===== src/rtl/pipeline_pkg.sv =====
// Shared types and constants for the pipeline hazard/sequencing controller.
package pipeline_pkg;

   typedef enum logic [1:0] {
      FWD_RF = 2'b00,
      FWD_W  = 2'b01,
      FWD_M  = 2'b10
   } fwd_sel_t;

   typedef enum logic [1:0] {
      IDLE  = 2'b00,
      WAIT  = 2'b01,
      ERROR = 2'b10
   } ctrl_state_t;

   localparam logic [1:0] RESULT_SRC_LOAD = 2'b01;

   // A producer supplies a source only if it writes a real register (x0 never forwards).
   function automatic logic reg_hit(input logic [4:0] rd, input logic we, input logic [4:0] rs);
      return we && (rd != 5'd0) && (rd == rs);
   endfunction

endpackage


===== src/rtl/fwd_select.sv =====
// Operand forwarding select for one Execute-stage source; Memory wins over Writeback.
module fwd_select
   import pipeline_pkg::*;
(
   input  logic [4:0] rs_i,
   input  logic [4:0] m_rd_i,
   input  logic       m_we_i,
   input  logic [4:0] w_rd_i,
   input  logic       w_we_i,
   output logic [1:0] sel_o
);

   always_comb begin
      sel_o = FWD_RF;
      if (reg_hit(m_rd_i, m_we_i, rs_i)) begin
         sel_o = FWD_M;
      end else if (reg_hit(w_rd_i, w_we_i, rs_i)) begin
         sel_o = FWD_W;
      end
   end

endmodule


===== src/rtl/pipeline_ctrl.sv =====
// Hazard and sequencing controller: stall/flush priority, memory-wait FSM with
// timeout watchdog, forwarding selects and saturating performance counters.
//
// state | meaning
// IDLE  | no outstanding memory wait; a new unready access starts one
// WAIT  | data-memory access outstanding, pipeline frozen until mem_ready
// ERROR | wait exceeded TIMEOUT; pipeline frozen until rst
module pipeline_ctrl
   import pipeline_pkg::*;
#(
   parameter int TIMEOUT   = 255,
   parameter int CNT_WIDTH = 32
) (
   input  logic                 clk,
   input  logic                 rst,
   input  logic [4:0]           D_rs1,
   input  logic [4:0]           D_rs2,
   input  logic [4:0]           E_rs1,
   input  logic [4:0]           E_rs2,
   input  logic [4:0]           E_rd,
   input  logic [1:0]           E_result_src,
   input  logic                 E_PCSrc,
   input  logic [4:0]           M_rd,
   input  logic                 M_RegWrite,
   input  logic [4:0]           W_rd,
   input  logic                 W_RegWrite,
   input  logic                 M_mem_access,
   input  logic                 mem_ready,
   output logic                 stall_F,
   output logic                 stall_D,
   output logic                 stall_E,
   output logic                 stall_M,
   output logic                 flush_D,
   output logic                 flush_E,
   output logic                 bubble_W,
   output logic [1:0]           fwdA,
   output logic [1:0]           fwdB,
   output logic                 mem_err,
   output logic [CNT_WIDTH-1:0] stall_cnt,
   output logic [CNT_WIDTH-1:0] flush_cnt
);

   localparam int WCW = $clog2(TIMEOUT + 1);

   ctrl_state_t          state_q, state_d;
   logic [WCW-1:0]       wait_cnt_q, wait_cnt_d;
   logic                 mem_err_q, mem_err_d;
   logic [CNT_WIDTH-1:0] stall_cnt_q, stall_cnt_d;
   logic [CNT_WIDTH-1:0] flush_cnt_q, flush_cnt_d;
   logic                 mem_stall;
   logic                 load_use;
   logic [1:0]           fwd_a, fwd_b;

   fwd_select u_fwd_a (
      .rs_i   (E_rs1),
      .m_rd_i (M_rd),
      .m_we_i (M_RegWrite),
      .w_rd_i (W_rd),
      .w_we_i (W_RegWrite),
      .sel_o  (fwd_a)
   );

   fwd_select u_fwd_b (
      .rs_i   (E_rs2),
      .m_rd_i (M_rd),
      .m_we_i (M_RegWrite),
      .w_rd_i (W_rd),
      .w_we_i (W_RegWrite),
      .sel_o  (fwd_b)
   );

   assign fwdA = rst ? FWD_RF : fwd_a;
   assign fwdB = rst ? FWD_RF : fwd_b;

   assign load_use = (E_result_src == RESULT_SRC_LOAD) && (E_rd != 5'd0) &&
                     ((E_rd == D_rs1) || (E_rd == D_rs2));

   always_comb begin
      state_d    = state_q;
      wait_cnt_d = wait_cnt_q;
      mem_stall  = 1'b0;
      unique case (state_q)
         IDLE: begin
            mem_stall = M_mem_access & ~mem_ready;
            if (mem_stall) begin
               state_d    = WAIT;
               wait_cnt_d = WCW'(1);
            end
         end
         WAIT: begin
            mem_stall = ~mem_ready;
            if (mem_ready) begin
               state_d    = IDLE;
               wait_cnt_d = '0;
            end else if (wait_cnt_q == WCW'(TIMEOUT)) begin
               state_d = ERROR;
            end else begin
               wait_cnt_d = wait_cnt_q + WCW'(1);
            end
         end
         ERROR: begin
            mem_stall = 1'b1;
         end
         default: begin
            state_d    = IDLE;
            wait_cnt_d = '0;
         end
      endcase
   end

   // Freeze beats branch beats load-use; E holds while frozen, so both re-evaluate on release.
   always_comb begin
      stall_F  = 1'b0;
      stall_D  = 1'b0;
      stall_E  = 1'b0;
      stall_M  = 1'b0;
      flush_D  = 1'b0;
      flush_E  = 1'b0;
      bubble_W = 1'b0;
      if (!rst) begin
         if (mem_stall) begin
            stall_F  = 1'b1;
            stall_D  = 1'b1;
            stall_E  = 1'b1;
            stall_M  = 1'b1;
            bubble_W = 1'b1;
         end else if (E_PCSrc) begin
            flush_D = 1'b1;
            flush_E = 1'b1;
         end else if (load_use) begin
            stall_F = 1'b1;
            stall_D = 1'b1;
            flush_E = 1'b1;
         end
      end
   end

   always_comb begin
      mem_err_d   = mem_err_q | (state_d == ERROR);
      stall_cnt_d = stall_cnt_q;
      flush_cnt_d = flush_cnt_q;
      if (stall_F && (stall_cnt_q != '1)) begin
         stall_cnt_d = stall_cnt_q + CNT_WIDTH'(1);
      end
      if (flush_D && (flush_cnt_q != '1)) begin
         flush_cnt_d = flush_cnt_q + CNT_WIDTH'(1);
      end
   end

   always_ff @(posedge clk) begin
      if (rst) begin
         state_q     <= IDLE;
         wait_cnt_q  <= '0;
         mem_err_q   <= 1'b0;
         stall_cnt_q <= '0;
         flush_cnt_q <= '0;
      end else begin
         state_q     <= state_d;
         wait_cnt_q  <= wait_cnt_d;
         mem_err_q   <= mem_err_d;
         stall_cnt_q <= stall_cnt_d;
         flush_cnt_q <= flush_cnt_d;
      end
   end

   assign mem_err   = mem_err_q;
   assign stall_cnt = stall_cnt_q;
   assign flush_cnt = flush_cnt_q;

endmodule

===== config.mk =====
export PLATFORM = sky130hd
export DESIGN_NAME = pipeline_ctrl
export DESIGN_NICKNAME = d
export VERILOG_FILES = /design/src/rtl/pipeline_pkg.sv /design/src/rtl/fwd_select.sv /design/src/rtl/pipeline_ctrl.sv
export SDC_FILE = /design/constraint.sdc
export NUM_CORES = 1
export LEC_CHECK = 0
export CAP_MARGIN = 20
export CORE_MARGIN = 10
export CORE_UTILIZATION = 45
export CTS_CLUSTER_SIZE = 28
export DETAILED_ROUTE_END_ITERATION = 8
export DONT_BUFFER_PORTS = 1
export PLACE_DENSITY = 0.61
export SETUP_SLACK_MARGIN = 0.05
export SLEW_MARGIN = 20
export SYNTH_ARGS = -nofsm -noshare
export SYNTH_HDL_FRONTEND = slang
export SYNTH_SLANG_ARGS = --single-unit
export TNS_END_PERCENT = 5

===== constraint.sdc =====
create_clock -name clk -period 2.78 [get_ports clk]
set_input_delay 0.556 -clock clk [delete_from_list [all_inputs] [get_ports clk]]
set_output_delay 0.556 -clock clk [all_outputs]
set_load 0.01 [all_outputs]

# Yosys cells after proc, flatten, opt, wreduce, memory -nomap -nowiden

Cells that the tools add are included.

Register bits after elaboration: 75
Input bits: 44
Logic and storage cells: 70

Add/sub/neg operators: 3
Equal/unequal tests: 15
Mux-type cells: 27
Bitwise logic cells: 4
Reductions and logical operators: 16

Operators by type and width:

| cell                  | number |
|---|---|
| $add 32x1->32 const B | 2 |
| $ne 32x32->1 const B  | 2 |
| $eq 5x5->1            | 6 |
| $mux 8                | 3 |
| $pmux 8 s3            | 1 |
| $reduce_bool 5->1     | 3 |
| $mux 1                | 14 |
| $mux 2                | 7 |
| $logic_and 1x1->1     | 10 |
| $add 8x1->8 const B   | 1 |
| $eq 8x8->1 const B    | 1 |
| $pmux 2 s3            | 1 |
| $eq 2x1->1 const B    | 2 |
| $eq 2x2->1 const B    | 2 |
| $ne 3x3->1 const B    | 1 |
| $pmux 1 s3            | 1 |
| $reduce_and 3->1      | 1 |
| $logic_not 2->1       | 1 |
| $ne 2x2->1 const B    | 1 |
| $not 1->1             | 2 |
| $and 1x1->1           | 1 |
| $logic_or 1x1->1      | 1 |
| $or 1x1->1            | 1 |

# Depth between registers and ports, before layout

Gate-level depths: netlist of the first run.

Depth after elaboration: 8
Gate-level depth with buffers: 9

# Hierarchy

From an unflattened synthesis of the first run, not the netlist that was laid out.

Cell total of the unflattened synthesis: 489
Area, all modules: 4,057.6 µm²

By module, submodules not included:

| module        | times used | cells each | area an instance (µm²) | sequential area each (µm²) |
|---|---|---|---|---|
| pipeline_ctrl | 1          | 449        | 3,754.9                | 1,501.4 |
| fwd_select    | 2          | 20         | 151.4                  | 0.0 |

# Worst setup path before layout of the first run

OpenSTA, ideal clock, no wires.

Path kind: input to output
From: in E_rd[1]
To: out stall_F
Arrival time: 2,106 ps
Setup slack: 118 ps
Cell stages on the path: 7
Path buffers: 2
Path through: or4_1 o2111ai_1 o21ai_1 o21ai_2 clkbuf_1 inv_1 buf_4

Cells in the longest elaborated chain, start to end: 7

Ends and longest elaborated chain:

| what                                                  | line                                     | RTL |
|---|---|---|
| start, declared                                       | pipeline_ctrl.sv:20                      | `input logic [4:0] E_rd,` |
| $eq 5x5->1 or $reduce_bool 5->1 (tied branches)       | pipeline_ctrl.sv:76, pipeline_ctrl.sv:75 |  |
| $logic_or 1x1->1 or $logic_and 1x1->1 (tied branches) | pipeline_ctrl.sv:76, pipeline_ctrl.sv:75 |  |
| $logic_and 1x1->1 *                                   | pipeline_ctrl.sv:75                      | `assign load_use = (E_result_src == RESULT_SRC_LOAD) && (E_rd != 5'd0) &&` |
| $mux 1 * (4 in series)                                | n/a                                      |  |
| end, declared                                         | pipeline_ctrl.sv:29                      | `output logic stall_F,` |

Every way passes the cells marked *; elsewhere a longest branch is shown, timed or not.

# Worst setup path in the final report of the first run

From: in M_rd[0]
To: out fwdA[0]

Cells in the longest elaborated chain, start to end: 5

Ends and longest elaborated chain:

| what                | line                | RTL |
|---|---|---|
| start, declared     | pipeline_ctrl.sv:23 | `input logic [4:0] M_rd,` |
| $reduce_bool 5->1   | pipeline_pkg.sv:20  | `return we && (rd != 5'd0) && (rd == rs);` |
| $logic_and 1x1->1   | pipeline_pkg.sv:20  |  |
| $logic_and 1x1->1 * | pipeline_pkg.sv:20  |  |
| $mux 2 *            | fwd_select.sv:15    | `if (reg_hit(m_rd_i, m_we_i, rs_i)) begin` |
| $mux 2 *            | pipeline_ctrl.sv:72 | `assign fwdA = rst ? FWD_RF : fwd_a;` |
| end, declared       | pipeline_ctrl.sv:36 | `output logic [1:0] fwdA,` |

Marks and branches as above.

==> metrics, run 1 <==
outcome=complete, no violations; Post-Syn Nets=581; synthesized area=4340 um2; remaining global-route overflow=0; starting utilization of the core area=0.465; number of iterations in the first detailed-routing pass=5; classification of the worst setup path=input port to output pin; max-slew violations=0; total setup violations reported at the end of the flow=0; type of element capturing the critical path=output pin; Placed Cells incl. Taps=662; Leak Pwr=1.60 nW; logic depth of the worst register-to-register path=6; DRC violations left=0; Vias per Instance=5.86; number of antenna violations at the first check in global routing=0; Post-Syn Instances=534; clock input transition at the sequential cells of the worst setup and hold paths=0.08 ns; number of synthesized flops with an enable pin=0; setup repair after global routing missed its margin=false; hold_buf cts=0; Most used DFF post-synth=sky130_fd_sc_hd__dfxtp_1; Simple-Gate Fraction of Synth Area=0.325; Post-DP HPWL=8.69 mm; placer congestion estimate=0.807; final std cells w/o fill=678; Worst Setup Slack, final=0.154 ns; worst IR drop on VDD=0.000246 V; post-synthesis sequential element count=75; worst-path fanout max=4; mux share of post-synthesis cell area=0.0214; data required time of the worst path=2.22 ns; total via count in the routed design=3970; met3 Track Usage GR=0.0681; kind of path behind the tightest hold check=input port to flip-flop; main combinational cell family by area after synthesis=simple AND/OR/NAND/NOR gates; sink count of the clock tree=75; die area=14000 um2; Std-Cell Core Area=9330 um2; storage element area=1500 um2; period utilisation layout=0.945; largest net degree at the start of global routing=80; average wire length per cell after detail routing=17.2 um; fraction of registers with async set/reset=0; slew margin rel.=0.538; layer with the highest usage after global routing=met2; buffers inserted by post-CTS timing repair=0; Power Density=442 nW/um2; TritonCTS clock tree=yes; std cell rows=35; count of endpoints failing hold in the final timing report=0; worst r2r dst=stall_cnt[23]$_SDFFE_PP0P_; number of unique standard cell types used by synthesis=59; Highest Clock Rate=0.381 GHz; clock insertion delay at the later pin of the skew report=0.35 ns; ratio of cells with drive above 1 in the final layout=0.122; Syn. warnings=0; setup slack of the worst register-to-register path=0.23 ns; maximum clock insertion buffer count=2; DRT antenna net count=0; Worst EP arrival=2.07 ns; Iter 0 DRT Violations=216; Post-Route WL=11.6 mm; adder-cell area share of the yosys netlist=0.00866; number of fill cells in the layout=912; number of nets in the finished design=591; element type at the critical path start=input port; all-layer global routing usage=0.160; # IOs=120; Seq/Total Area, Yosys=0.346; Chip Height=118 um; Crit Reg-Reg Startpoint=stall_cnt[12]$_SDFFE_PP0P_; final period demand of the worst path=2.63 ns; share of the synthesized area in compound gates (AO/OA/AOI/OAI)=0.133; met2 capacity usage during global routing=0.258; Resize count post-CTS=0; Clock Skews=0.0111 ns; synthesized-area fraction occupied by xor and xnor cells=0.117; area of the multi-input gates=2630 um2; worst setup path start=M_rd[0]; Buffers on Ports=0; number of H-tree branching levels=3; Worst Setup Slack post-DPL=0.224 ns; synth-to-layout area growth=10.9%; number of diodes=0; via count of the first global-routing pass=3666; synthesized area per cell=8.12 um2; sum of negative setup slack=0 ns; max-cap violation count=0; total CTS buffers=9; global-route wire length before repair=19.0 mm; last element of the critical path=fwdA[0]; floorplan die width=118 um; pin slew with the least headroom to its limit=0.686 ns; Root Buffer Master=sky130_fd_sc_hd__clkbuf_8; met1 capacity usage during global routing=0.185
==> critical path: stages <==
cell	delay, ns
sky130_fd_sc_hd__or4_1	0.51
sky130_fd_sc_hd__o21ai_0	0.38
sky130_fd_sc_hd__nor3_1	0.11
sky130_fd_sc_hd__nor4_1	0.32
sky130_fd_sc_hd__buf_4	0.18
==> cell type report <==
cell class | instances | share of cell area
Clock buffer | 12 | 0.0302
Sequential cell | 75 | 0.312
Timing Repair Buffer | 28 | 0.0515
Inverter | 14 | 0.0109
Tap cell | 129 | 0.0336
Clock inverter | 4 | 0.0153
Multi-Input combinational cell | 416 | 0.546
==> per-stage QoR <==
stage | cell area (um2) | total power, mW | util | hold WS [ns]
2_1_floorplan | 4340 | 1.21 | - | 0.449
3_3_place_gp | 4590 | 1.22 | 0.492 | 0.456
3_5_place_dp | 4590 | 1.22 | 0.492 | 0.473
4_1_cts | 4810 | 2.16 | 0.516 | 0.251
5_1_grt | 4810 | 2.21 | 0.516 | 0.253
6_report | 4810 | 2.13 | 0.516 | 0.270
==> worst min path at each step <==
stage                                    start                    endpoint  slack, ns  depth (start not counted)
CTS                                        rst  stall_cnt[12]$_SDFFE_PP0P_       0.25                          1
global route                               rst  stall_cnt[21]$_SDFFE_PP0P_       0.25                          1
finish                                     rst  stall_cnt[30]$_SDFFE_PP0P_       0.27                          1
global placement    wait_cnt_q[1]$_SDFFE_PP0P_  wait_cnt_q[1]$_SDFFE_PP0P_       0.46                          2
floorplan           wait_cnt_q[1]$_SDFFE_PP0P_  wait_cnt_q[1]$_SDFFE_PP0P_       0.45                          2
detailed placement  wait_cnt_q[4]$_SDFFE_PP0P_  wait_cnt_q[4]$_SDFFE_PP0P_       0.47                          2
==> power breakdown <==
part | internal (mW) | switching [mW]
combinational | 0.0531 | 0.0593
sequential | 1.08 | 0.00605
clock | 0.531 | 0.401
total | 1.66 | 0.466
==> state kept, by name, summed over array words and instances, names as in the netlist <==
signal	flops
flush_cnt	32
stall_cnt	32
mem_err	1
wait_cnt_q	8
state_q	2
==> metal layers <==
metal	vias up	share of wire	wire length [um]
met1	1860	0.41	4830
met4	0	0.012	139
met3	13	0.098	1140
li1	1966	-	-
met5	-	0	0
met2	131	0.48	5530
==> synthesized netlist by cell type, drive strengths merged, types with 8 or more instances <==
cell	number	area, um2
or3	9	56.3
dfxtp	75	1500
o31ai	14	105
a21oi	31	155
and3	13	85.1
nor2	60	228
nor4	11	83.8
nand2	39	146
o21ai	17	88.8
xnor2	30	263
clkbuf	16	60.1
nor2b	8	50.1
nor3	13	65.1
xor2	28	245
inv	14	52.6
or4	23	184
nand3	40	200
buf	13	95.1
nand4	16	106
==> cells by family (layout without fill, tap and decap cells) <==
family / after synthesis / count (layout)
XOR/XNOR: 58 / 58
adder cells (fa/ha/maj): 3 / 3
multiplexers: 8 / 8
buffers and inverters: 43 / 58
AO/OA/AOI/OAI: 89 / 89
flip-flops: 75 / 75
AND/OR/NAND/NOR: 258 / 258
==> cell usage in the layout (no fill, tap or decap), types with 2 or more instances in the layout <==
cell type	count
sky130_fd_sc_hd__nor4_1	10
sky130_fd_sc_hd__and3_1	10
sky130_fd_sc_hd__mux2_2	6
sky130_fd_sc_hd__nor4b_1	2
sky130_fd_sc_hd__nor3b_1	4
sky130_fd_sc_hd__clkbuf_8	10
sky130_fd_sc_hd__clkbuf_1	2
sky130_fd_sc_hd__or2_1	2
sky130_fd_sc_hd__or3_1	9
sky130_fd_sc_hd__o211ai_1	3
sky130_fd_sc_hd__o21ai_0	15
sky130_fd_sc_hd__o311ai_0	5
sky130_fd_sc_hd__ha_1	3
sky130_fd_sc_hd__nand3b_1	2
sky130_fd_sc_hd__nand4_1	15
sky130_fd_sc_hd__xnor2_1	30
sky130_fd_sc_hd__o41ai_1	5
sky130_fd_sc_hd__and4_1	3
sky130_fd_sc_hd__nand4b_1	2
sky130_fd_sc_hd__o2111ai_1	3
sky130_fd_sc_hd__and3_2	3
sky130_fd_sc_hd__a21oi_1	31
sky130_fd_sc_hd__a31oi_1	2
sky130_fd_sc_hd__bufinv_16	2
sky130_fd_sc_hd__inv_1	14
sky130_fd_sc_hd__o31ai_1	14
sky130_fd_sc_hd__or4_1	20
sky130_fd_sc_hd__or4b_2	3
sky130_fd_sc_hd__o21a_1	2
sky130_fd_sc_hd__nand3_1	40
sky130_fd_sc_hd__buf_12	3
sky130_fd_sc_hd__nand2_1	39
sky130_fd_sc_hd__nor2_1	59
sky130_fd_sc_hd__dfxtp_1	74
sky130_fd_sc_hd__buf_4	25
sky130_fd_sc_hd__or4_4	3
sky130_fd_sc_hd__nor3_1	13
sky130_fd_sc_hd__and2_1	4
sky130_fd_sc_hd__nor2b_1	8
sky130_fd_sc_hd__xor2_1	28
Note: power is estimated with default switching activity, not from simulation.
==> run 2, diff against run 1 <==
--- a/config.mk
+++ b/config.mk
@@ -6,15 +6,18 @@
 export NUM_CORES = 1
 export LEC_CHECK = 0
 export CAP_MARGIN = 20
+export CELL_PAD_IN_SITES_DETAIL_PLACEMENT = 1
+export CELL_PAD_IN_SITES_GLOBAL_PLACEMENT = 1
 export CORE_MARGIN = 10
 export CORE_UTILIZATION = 45
 export CTS_CLUSTER_SIZE = 28
 export DETAILED_ROUTE_END_ITERATION = 8
 export DONT_BUFFER_PORTS = 1
-export PLACE_DENSITY = 0.61
+export PLACE_DENSITY = 0.79
 export SETUP_SLACK_MARGIN = 0.05
 export SLEW_MARGIN = 20
 export SYNTH_ARGS = -nofsm -noshare
 export SYNTH_HDL_FRONTEND = slang
+export SYNTH_HIERARCHICAL = 1
 export SYNTH_SLANG_ARGS = --single-unit
 export TNS_END_PERCENT = 5
==> run 2 against run 1 <==
  * Combinational power shrank 4%
  * Cell area is 8.7% lower
  * Critical path depth increased by 2
  * Hold slack improved by 0.022 ns
  * First-iteration DRC count is 38% lower
  * Clock-buffer cell count shrank 3
  * Clock skew grew 0.0031 ns
  * Worst setup slack improved by 0.053 ns
  * Flip-flop and latch count stayed put
  * Critical path type is now flip-flop to flip-flop
  * Highest routed layer unchanged
==> metrics, run 2 <==
slew margin rel.=0.320 (was 0.538); Logic pwr share=0.056 (was 0.053); Vias per Instance=5.82 (was 5.86); Final Util=0.501 (was 0.516); Post-DP HPWL=9.20 mm (was 8.69 mm); number of synthesized flops with an enable pin=0 (unchanged); count of endpoints failing hold in the final timing report=0 (unchanged); Power Density=436 nW/um2 (was 442 nW/um2); buffers inserted by post-CTS timing repair=0 (unchanged); fraction of registers with async set/reset=0 (unchanged); synthesized area per cell=8.30 um2 (was 8.12 um2); Yosys top cell area share=0.370 (was 0.346); total setup violations reported at the end of the flow=0 (unchanged); number of antenna violations at the first check in global routing=1 (was 0); logic depth of the worst register-to-register path=7 (was 6); count of cell instances traversed by the critical path=7 (was 5); Worst Setup Slack, final=0.207 ns (was 0.154 ns); most instantiated library cell after synthesis=sky130_fd_sc_hd__nor2_1 (was sky130_fd_sc_hd__dfxtp_1); clock insertion delay at the later pin of the skew report=0.35 ns (about the same); most common cell after layout, fill and taps aside=sky130_fd_sc_hd__nor2_1 (was sky130_fd_sc_hd__dfxtp_1); starting utilization of the core area=0.463 (was 0.465); Highest Clock Rate=0.389 GHz (was 0.381 GHz); floorplan die width=115 um (was 118 um); total cell area at the placement stage=4220 um2 (was 4590 um2); Chip Height=115 um (was 118 um); via count of the first global-routing pass=3860 (was 3666); Most used DFF post-synth=sky130_fd_sc_hd__dfxtp_1 (unchanged); Worst Setup Slack post-DPL=0.0886 ns (was 0.224 ns); Iter 0 DRT Violations=134 (was 216); average wire length per cell after detail routing=19.4 um (was 17.2 um); std cell rows=34 (was 35); final std cell area, no fill=4390 um2 (was 4810 um2); global-route wire length before repair=19.6 mm (was 19.0 mm); hold_buf cts=0 (unchanged); ratio of cells with drive above 1 in the final layout=0.0978 (was 0.122); outcome=complete, no violations (unchanged); placer congestion estimate=0.806 (was 0.807); classification of the worst setup path=flip-flop to flip-flop (was input port to output pin); max-slew violations=0 (unchanged); Post-Syn Nets=536 (was 581); total via count in the routed design=3550 (was 3970); DRT antenna net count=0 (unchanged); buffering stage count on the worst path with inverters included=0 (was 1); Clock Skews=0.0142 ns (was 0.0111 ns); Net Switching=0.478 mW (was 0.466 mW); worst stage delay on the critical path=0.68 ns (was 0.51 ns); Leak Pwr=1.49 nW (was 1.60 nW); number of H-tree branching levels=3 (unchanged); Clk network pwr share=0.378 (was 0.438); maximum clock insertion buffer count=2 (unchanged); number of unique standard cell types used by synthesis=48 (was 59); Buffers on Ports=0 (unchanged); DRC violations left=0 (unchanged); most frequent cells in the layout=83 x sky130_fd_sc_hd__nor2_1, 75 x sky130_fd_sc_hd__dfxtp_1, 43 x sky130_fd_sc_hd__xor2_1 (was 74 x sky130_fd_sc_hd__dfxtp_1, 59 x sky130_fd_sc_hd__nor2_1, 40 x sky130_fd_sc_hd__nand3_1); Std-Cell Core Area=8760 um2 (was 9330 um2); leading post-synthesis cells by cell area=sky130_fd_sc_hd__dfxtp_1 37%, sky130_fd_sc_hd__xor2_1 9.3%, sky130_fd_sc_hd__xnor2_1 8.6%, sky130_fd_sc_hd__nor2_1 7.8%, sky130_fd_sc_hd__nand4_1 3.4% (was sky130_fd_sc_hd__dfxtp_1 35%, sky130_fd_sc_hd__xnor2_1 6.1%, sky130_fd_sc_hd__xor2_1 5.7%, sky130_fd_sc_hd__nor2_1 5.1%, sky130_fd_sc_hd__nand3_1 4.6%); synth-to-layout area growth=8.29% (was 10.9%); max-cap violation count=0 (unchanged); setup slack of the worst register-to-register path=0.21 ns (was 0.23 ns); Root Buffer Master=sky130_fd_sc_hd__clkbuf_8 (unchanged); worst-path fanout max=5 (was 4); setup repair after global routing missed its margin=true (was false); element type at the critical path start=flip-flop (was input port); Worst EP arrival=2.82 ns (was 2.07 ns); data required time of the worst path=3.02 ns (was 2.22 ns); total CTS buffers=9 (unchanged); switching share of power=0.249 (was 0.219); worst setup path start=flush_cnt[1]$_SDFFE_PP0P_ (was M_rd[0]); Crit Reg-Reg Startpoint=flush_cnt[1]$_SDFFE_PP0P_ (was stall_cnt[12]$_SDFFE_PP0P_); Seq/Total Area, Yosys=0.370 (was 0.346); synthesized area=4060 um2 (was 4340 um2); kind of path behind the tightest hold check=input port to flip-flop (unchanged); cell-internal power=1.44 mW (was 1.66 mW); list of most frequent post-synthesis cells=84 x sky130_fd_sc_hd__nor2_1, 75 x sky130_fd_sc_hd__dfxtp_1, 43 x sky130_fd_sc_hd__xor2_1 (was 75 x sky130_fd_sc_hd__dfxtp_1, 59 x sky130_fd_sc_hd__nor2_1, 40 x sky130_fd_sc_hd__nand3_1); final period demand of the worst path=2.57 ns (was 2.63 ns); critical path's slowest cell=sky130_fd_sc_hd__or4_1 (unchanged); Syn. warnings=6 (was 0); largest net degree at the start of global routing=81 (was 80); pin slew with the least headroom to its limit=1.01 ns (was 0.686 ns); number of iterations in the first detailed-routing pass=4 (was 5); post-synthesis sequential element count=75 (unchanged); last element of the critical path=flush_cnt[26]$_SDFFE_PP0P_ (was fwdA[0]); sink count of the clock tree=75 (unchanged); all-layer global routing usage=0.179 (was 0.160); Post-Syn Instances=489 (was 534); worst r2r dst=flush_cnt[26]$_SDFFE_PP0P_ (was stall_cnt[23]$_SDFFE_PP0P_); number of nets in the finished design=545 (was 591); TritonCTS clock tree=yes (unchanged); Post-Route WL=11.9 mm (was 11.6 mm); period utilisation layout=0.926 (was 0.945); die area=13200 um2 (was 14000 um2); clock input transition at the sequential cells of the worst setup and hold paths=0.08 ns (about the same); sequential power share=0.565 (was 0.509); type of element capturing the critical path=flip-flop (was output pin); # IOs=120 (unchanged); top cell family by delay on the critical path=simple AND/OR/NAND/NOR gates (unchanged); CP cell instances=ha_1, nand4_1, or4_1, or4_1, nor2_1, xnor2_1, nor2_1 (was or4_1, o21ai_0, nor3_1, nor4_1, buf_4); remaining global-route overflow=0 (unchanged); most area-hungry cell type in the Yosys netlist=sky130_fd_sc_hd__dfxtp_1 (unchanged); worst IR drop on VDD=0.000194 V (was 0.000246 V); sum of negative setup slack=0 ns (unchanged)
-- run 2: changes by cell type after synthesis, moves of 14 or more --
cell,before,now
sky130_fd_sc_hd__a21oi_1,31,14
sky130_fd_sc_hd__or4_1,20,3
sky130_fd_sc_hd__o31ai_1,14,0
sky130_fd_sc_hd__nor2_1,59,84
sky130_fd_sc_hd__nand3_1,40,21
sky130_fd_sc_hd__xor2_1,28,43
-- run 2: layer usage --
layer	GRT usage	wire length [um]	vias up
li1	-	-	1714
met1	0.194	4650	1736
met2	0.305	5890	86
met3	0.0771	1150	14
met4	0.0660	154	0
met5	0	0	-
-- run 2: final cells by class --
| type | count | area, um2 |
|---|---|---|
| Fill cell | 1084 | 4370 |
| Multi-Input combinational cell | 389 | 2450 |
| Sequential cell | 75 | 1500 |
| Tap cell | 108 | 135 |
| Timing Repair Buffer | 17 | 128 |
| Clock buffer | 9 | 124 |
| Clock inverter | 5 | 32.5 |
| Inverter | 6 | 22.5 |
| Antenna cell | 1 | 2.50 |
-- run 2: kinds of logic (layout without fill, tap and decap cells) --
logic type,count (synthesis),after routing,share of synthesized area
compound gates,38,38,0.0657
xor+xnor,83,83,0.179
fa+ha+maj,3,3,0.00925
buf+inv,25,37,0.0305
flops,75,75,0.370
mux,5,5,0.0126
other cells,0,1,0
simple gates,260,260,0.333
-- run 2: worst min path at each step --
stage | from | end | slack [ns] | depth (start not counted)
2_1_floorplan | wait_cnt_q[5]$_SDFFE_PP0P_ | wait_cnt_q[5]$_SDFFE_PP0P_ | 0.45 | 2
5_1_grt | rst | wait_cnt_q[0]$_SDFFE_PP0P_ | 0.27 | 1
3_5_place_dp | wait_cnt_q[5]$_SDFFE_PP0P_ | wait_cnt_q[5]$_SDFFE_PP0P_ | 0.49 | 2
6_report | rst | wait_cnt_q[0]$_SDFFE_PP0P_ | 0.29 | 1
3_3_place_gp | wait_cnt_q[5]$_SDFFE_PP0P_ | wait_cnt_q[5]$_SDFFE_PP0P_ | 0.46 | 2
4_1_cts | rst | stall_cnt[1]$_SDFFE_PP0P_ | 0.26 | 1
-- run 2: repair_timing --
item	CTS	global route
setup endpoints to repair	0	20
endpoints found under the hold margin	0	0
resized for setup	0	5
-- run 2: worst reg2reg max path: cells and delay by family (launching register included) --
kind	cells	cell delay (ns)
XOR/XNOR	1	0.13
flip-flops	1	0.35
AND/OR/NAND/NOR	5	1.74
adder cells (fa/ha/maj)	1	0.24
-- run 2: through the flow --
step | total power [mW] | hold WS [ns] | instances
after detailed placement | 1.22 | 0.490 | 595
after floorplan | 1.21 | 0.454 | 489
after global routing | 2.00 | 0.265 | 610
after CTS | 1.94 | 0.263 | 609
after global placement | 1.21 | 0.463 | 595
final | 1.92 | 0.291 | 610
-- run 2: power groups by stage --
| stage | clock network [mW] | registers [mW] | logic, mW |
|---|---|---|---|
| after floorplan | 0 | 1.11 | 0.102 |
| after global placement | 0 | 1.11 | 0.104 |
| after detailed placement | 0 | 1.11 | 0.109 |
| after CTS | 0.747 | 1.08 | 0.109 |
| after global routing | 0.795 | 1.09 | 0.121 |
| final | 0.725 | 1.08 | 0.108 |
==> run 3, diff against run 2 <==
--- a/config.mk
+++ b/config.mk
@@ -5,15 +5,16 @@
 export SDC_FILE = /design/constraint.sdc
 export NUM_CORES = 1
 export LEC_CHECK = 0
+export ABC_AREA = 1
 export CAP_MARGIN = 20
 export CELL_PAD_IN_SITES_DETAIL_PLACEMENT = 1
 export CELL_PAD_IN_SITES_GLOBAL_PLACEMENT = 1
-export CORE_MARGIN = 10
-export CORE_UTILIZATION = 45
+export CORE_MARGIN = 2
+export CORE_UTILIZATION = 44
 export CTS_CLUSTER_SIZE = 28
 export DETAILED_ROUTE_END_ITERATION = 8
 export DONT_BUFFER_PORTS = 1
-export PLACE_DENSITY = 0.79
+export PLACE_DENSITY = 0.82
 export SETUP_SLACK_MARGIN = 0.05
 export SLEW_MARGIN = 20
 export SYNTH_ARGS = -nofsm -noshare
==> run 3 against run 2 <==
  * Clock skew decreased by 0.0055 ns
  * Flip-flop and latch count unchanged
  * Clock-buffer cell count unchanged
  * Total power increased by 34%
  * Maximum frequency increased by 12%
  * Synthesized cell count increased by 82%
  * Critical path depth increased by 3
  * Non-clock buffer count decreased by 8
  * Critical path type unchanged
  * Critical endpoint is now stall_cnt[26]$_SDFFE_PP0P_
  * Largest cell class unchanged
==> metrics, run 3 <==
total setup violations reported at the end of the flow=0 (unchanged); buffers inserted by post-CTS timing repair=0 (unchanged); Buffers on Ports=0 (unchanged); worst stage delay on the critical path=0.47 ns (was 0.68 ns); Chip Height=113 um (was 115 um); Placed Cells incl. Taps=1017 (was 595); number of unique standard cell types used by synthesis=34 (was 48); Net Switching=0.646 mW (was 0.478 mW); maximum clock insertion buffer count=2 (unchanged); max-slew violations=0 (unchanged); number of nets in the finished design=932 (was 545); final std cell area, no fill=5660 um2 (was 4390 um2); synthesized area per cell=5.93 um2 (was 8.30 um2); most frequent cells in the layout=292 x sky130_fd_sc_hd__nand2_1, 123 x sky130_fd_sc_hd__nor2_1, 105 x sky130_fd_sc_hd__inv_1 (was 83 x sky130_fd_sc_hd__nor2_1, 75 x sky130_fd_sc_hd__dfxtp_1, 43 x sky130_fd_sc_hd__xor2_1); final std cells w/o fill=1033 (was 610); max-cap violation count=0 (unchanged); ratio of cells with drive above 1 in the final layout=0.0674 (was 0.0978); most instantiated library cell after synthesis=sky130_fd_sc_hd__nand2_1 (was sky130_fd_sc_hd__nor2_1); cell-internal power=1.93 mW (was 1.44 mW); Syn. warnings=6 (unchanged); switching share of power=0.251 (was 0.249); # IOs=120 (unchanged); adder-cell area share of the yosys netlist=0.00712 (was 0.00925); fraction of registers with async set/reset=0 (unchanged); total CTS buffers=9 (unchanged); mux share of post-synthesis cell area=0 (was 0.0126); type of element capturing the critical path=flip-flop (unchanged); hold_buf cts=0 (unchanged); Seq/Total Area, Yosys=0.285 (was 0.370); most area-hungry cell type in the Yosys netlist=sky130_fd_sc_hd__dfxtp_1 (unchanged); remaining global-route overflow=0 (unchanged); TritonCTS clock tree=yes (unchanged); most common cell after layout, fill and taps aside=sky130_fd_sc_hd__nand2_1 (was sky130_fd_sc_hd__nor2_1); count of endpoints failing hold in the final timing report=0 (unchanged); all-layer global routing usage=0.262 (was 0.179); sink count of the clock tree=75 (unchanged); clock insertion delay at the later pin of the skew report=0.34 ns (was 0.35 ns); list of most frequent post-synthesis cells=292 x sky130_fd_sc_hd__nand2_1, 123 x sky130_fd_sc_hd__nor2_1, 105 x sky130_fd_sc_hd__inv_1 (was 84 x sky130_fd_sc_hd__nor2_1, 75 x sky130_fd_sc_hd__dfxtp_1, 43 x sky130_fd_sc_hd__xor2_1); die area=12900 um2 (was 13200 um2); number of fill cells in the layout=1662 (was 1084); synthesized area=5270 um2 (was 4060 um2); main combinational cell family by area after synthesis=simple AND/OR/NAND/NOR gates (unchanged); Post-Syn Instances=890 (was 489); synthesized-area fraction occupied by xor and xnor cells=0.0598 (was 0.179); CP cell instances=ha_1, inv_1, nor2_4, nand2_2, nor2_4, nand3_2, nand2_2, buf_4, nand2_1, a21oi_1 (was ha_1, nand4_1, or4_1, or4_1, nor2_1, xnor2_1, nor2_1); data required time of the worst path=3.05 ns (was 3.02 ns); starting utilization of the core area=0.456 (was 0.463); DRT antenna net count=0 (unchanged); total cell area at the placement stage=5340 um2 (was 4220 um2); floorplan die width=113 um (was 115 um); startpoint of the most critical hold path=rst (unchanged); routed length on met3=892 um (was 1.15 mm); Vias per Instance=5.43 (was 5.82); Clk network pwr share=0.493 (was 0.378); number of antenna violations at the first check in global routing=0 (was 1); Post-Syn Nets=937 (was 536); worst IR drop on VDD=0.000260 V (was 0.000194 V); sequential power share=0.428 (was 0.565); Yosys top cell area share=0.285 (was 0.370); Leak Pwr=2.26 nW (was 1.49 nW); period utilisation layout=0.825 (was 0.926); Post-Route WL=16.6 mm (was 11.9 mm); Root Buffer Master=sky130_fd_sc_hd__clkbuf_16 (was sky130_fd_sc_hd__clkbuf_8); Std-Cell Core Area=11600 um2 (was 8760 um2); Crit Reg-Reg Startpoint=stall_cnt[1]$_SDFFE_PP0P_ (was flush_cnt[1]$_SDFFE_PP0P_); number of synthesized flops with an enable pin=0 (unchanged); critical path's slowest cell=sky130_fd_sc_hd__dfxtp_1 (was sky130_fd_sc_hd__or4_1); via count of the first global-routing pass=5786 (was 3860); Post-Route M1 WL=7.17 mm (was 4.65 mm); share of the synthesized area in compound gates (AO/OA/AOI/OAI)=0.0809 (was 0.0657); Most used DFF post-synth=sky130_fd_sc_hd__dfxtp_1 (unchanged); Power Density=455 nW/um2 (was 436 nW/um2); setup slack of the worst register-to-register path=0.49 ns (was 0.21 ns); routed wire length on met2=8.26 mm (was 5.89 mm); slew margin rel.=0.605 (was 0.320); number of iterations in the first detailed-routing pass=4 (unchanged); DRC violations left=0 (unchanged); placer congestion estimate=0.933 (was 0.806); leading post-synthesis cells by cell area=sky130_fd_sc_hd__dfxtp_1 28%, sky130_fd_sc_hd__nand2_1 21%, sky130_fd_sc_hd__nor2_1 8.8%, sky130_fd_sc_hd__inv_1 7.5%, sky130_fd_sc_hd__nand3_1 6.4% (was sky130_fd_sc_hd__dfxtp_1 37%, sky130_fd_sc_hd__xor2_1 9.3%, sky130_fd_sc_hd__xnor2_1 8.6%, sky130_fd_sc_hd__nor2_1 7.8%, sky130_fd_sc_hd__nand4_1 3.4%); topmost layer with routed signal wires=met4 (unchanged); Final Util=0.489 (was 0.501); std cell rows=39 (was 34); final period demand of the worst path=2.29 ns (was 2.57 ns); kind of path behind the tightest hold check=input port to flip-flop (unchanged); sum of negative setup slack=0 ns (unchanged); Resize count post-CTS=0 (unchanged); pin slew with the least headroom to its limit=0.588 ns (was 1.01 ns); Logic pwr share=0.079 (was 0.056); sink of the worst hold path=state_q[0]$_SDFF_PP0_ (was wait_cnt_q[0]$_SDFFE_PP0P_); total via count in the routed design=5606 (was 3550); worst-path fanout max=26 (was 5); Post-DP HPWL=12.7 mm (was 9.20 mm); number of diodes=0 (was 1); Highest Clock Rate=0.436 GHz (was 0.389 GHz); synth-to-layout area growth=7.33% (was 8.29%); classification of the worst setup path=flip-flop to flip-flop (unchanged); number of H-tree branching levels=3 (unchanged); global-route wire length before repair=27.5 mm (was 19.6 mm); setup repair after global routing missed its margin=false (was true); Worst EP arrival=2.56 ns (was 2.82 ns); Simple-Gate Fraction of Synth Area=0.455 (was 0.333); instance count along the most critical hold path=1 (unchanged); logic depth of the worst register-to-register path=10 (was 7); post-synthesis sequential element count=75 (unchanged); average wire length per cell after detail routing=16.1 um (was 19.4 um); Clock Skews=0.00868 ns (was 0.0142 ns); largest net degree at the start of global routing=57 (was 81); worst r2r dst=stall_cnt[26]$_SDFFE_PP0P_ (was flush_cnt[26]$_SDFFE_PP0P_); clock input transition at the sequential cells of the worst setup and hold paths=0.06 ns (was 0.08 ns); outcome=complete, no violations (unchanged); Iter 0 DRT Violations=228 (was 134); element type at the critical path start=flip-flop (unchanged)
## run 3: changes by cell type after synthesis, moves of 7 or more
cell	delta
sky130_fd_sc_hd__nor4_1	-8
sky130_fd_sc_hd__xnor2_1	-26
sky130_fd_sc_hd__inv_1	+99
sky130_fd_sc_hd__nor2_2	+10
sky130_fd_sc_hd__nand3_1	+46
sky130_fd_sc_hd__a21oi_1	+44
sky130_fd_sc_hd__and4_1	-10
sky130_fd_sc_hd__nor2b_1	-8
sky130_fd_sc_hd__nor2_1	+39
sky130_fd_sc_hd__and3_1	-14
sky130_fd_sc_hd__nand2_1	+256
sky130_fd_sc_hd__nand4_1	-7
sky130_fd_sc_hd__o21ai_0	+12
sky130_fd_sc_hd__xor2_1	-21
## run 3: worst max-delay path by stage
stage	from	end	slack, ns	cells after the start
6_report	stall_cnt[1]$_SDFFE_PP0P_	stall_cnt[26]$_SDFFE_PP0P_	0.49	10
5_1_grt	stall_cnt[1]$_SDFFE_PP0P_	stall_cnt[26]$_SDFFE_PP0P_	0.34	10
4_1_cts	stall_cnt[1]$_SDFFE_PP0P_	stall_cnt[26]$_SDFFE_PP0P_	0.48	10
3_5_place_dp	mem_ready	flush_cnt[17]$_SDFFE_PP0P_	0.48	11
3_3_place_gp	mem_ready	flush_cnt[25]$_SDFFE_PP0P_	0.56	11
2_1_floorplan	mem_ready	stall_F	0.61	7
## run 3: logic make-up (layout without fill, tap and decap cells)
| kind of cell | count (synthesis) | count (layout) |
|---|---|---|
| xor gates and xnor gates | 36 | 36 |
| DFF | 75 | 75 |
| adders and majority gates | 3 | 3 |
| buffers and inverters | 135 | 135 |
| and+or+nand+nor | 559 | 559 |
| AOI/OAI and AO/OA | 82 | 82 |
## run 3: area by class of cell
class	instances	area (um2)	area share
clock buffers	9	225	0.0398
flip-flops and latches	75	1500	0.265
multi-input cells	680	3180	0.562
repair buffers	9	67.6	0.0119
clock inverters	7	92.6	0.0164
well taps	143	179	0.0316
inverters	110	415	0.0734
## run 3: through the flow
stage	hold slack, ns	worst slack, ns	total power [mW]
2_1_floorplan	0.421	0.605	1.30
3_3_place_gp	0.432	0.560	1.32
3_5_place_dp	0.453	0.484	1.33
4_1_cts	0.270	0.479	2.60
5_1_grt	0.271	0.338	2.67
6_report	0.275	0.487	2.58
## run 3: power groups by stage
stage | sequential [mW] | clock [mW] | combinational, mW
after floorplan | 1.12 | 0 | 0.183
after global placement | 1.12 | 0 | 0.192
after detailed placement | 1.13 | 0 | 0.205
after CTS | 1.10 | 1.29 | 0.206
after global routing | 1.10 | 1.34 | 0.232
final | 1.10 | 1.27 | 0.204
## run 3: worst max-delay path, delay by kind of cell (launching register included)
family                   cells  cell delay, ns
AND/OR/NAND/NOR              6            0.83
flip-flops                   1            0.47
buffers and inverters        2            0.42
adder cells (fa/ha/maj)      1            0.33
AO/OA/AOI/OAI                1            0.16
## run 3: per-layer routing
metal / vias to the layer above / track usage
met5: - / 0
met4: 0 / 0.0846
met3: 21 / 0.0579
met2: 122 / 0.466
met1: 2682 / 0.313
li1: 2781 / -
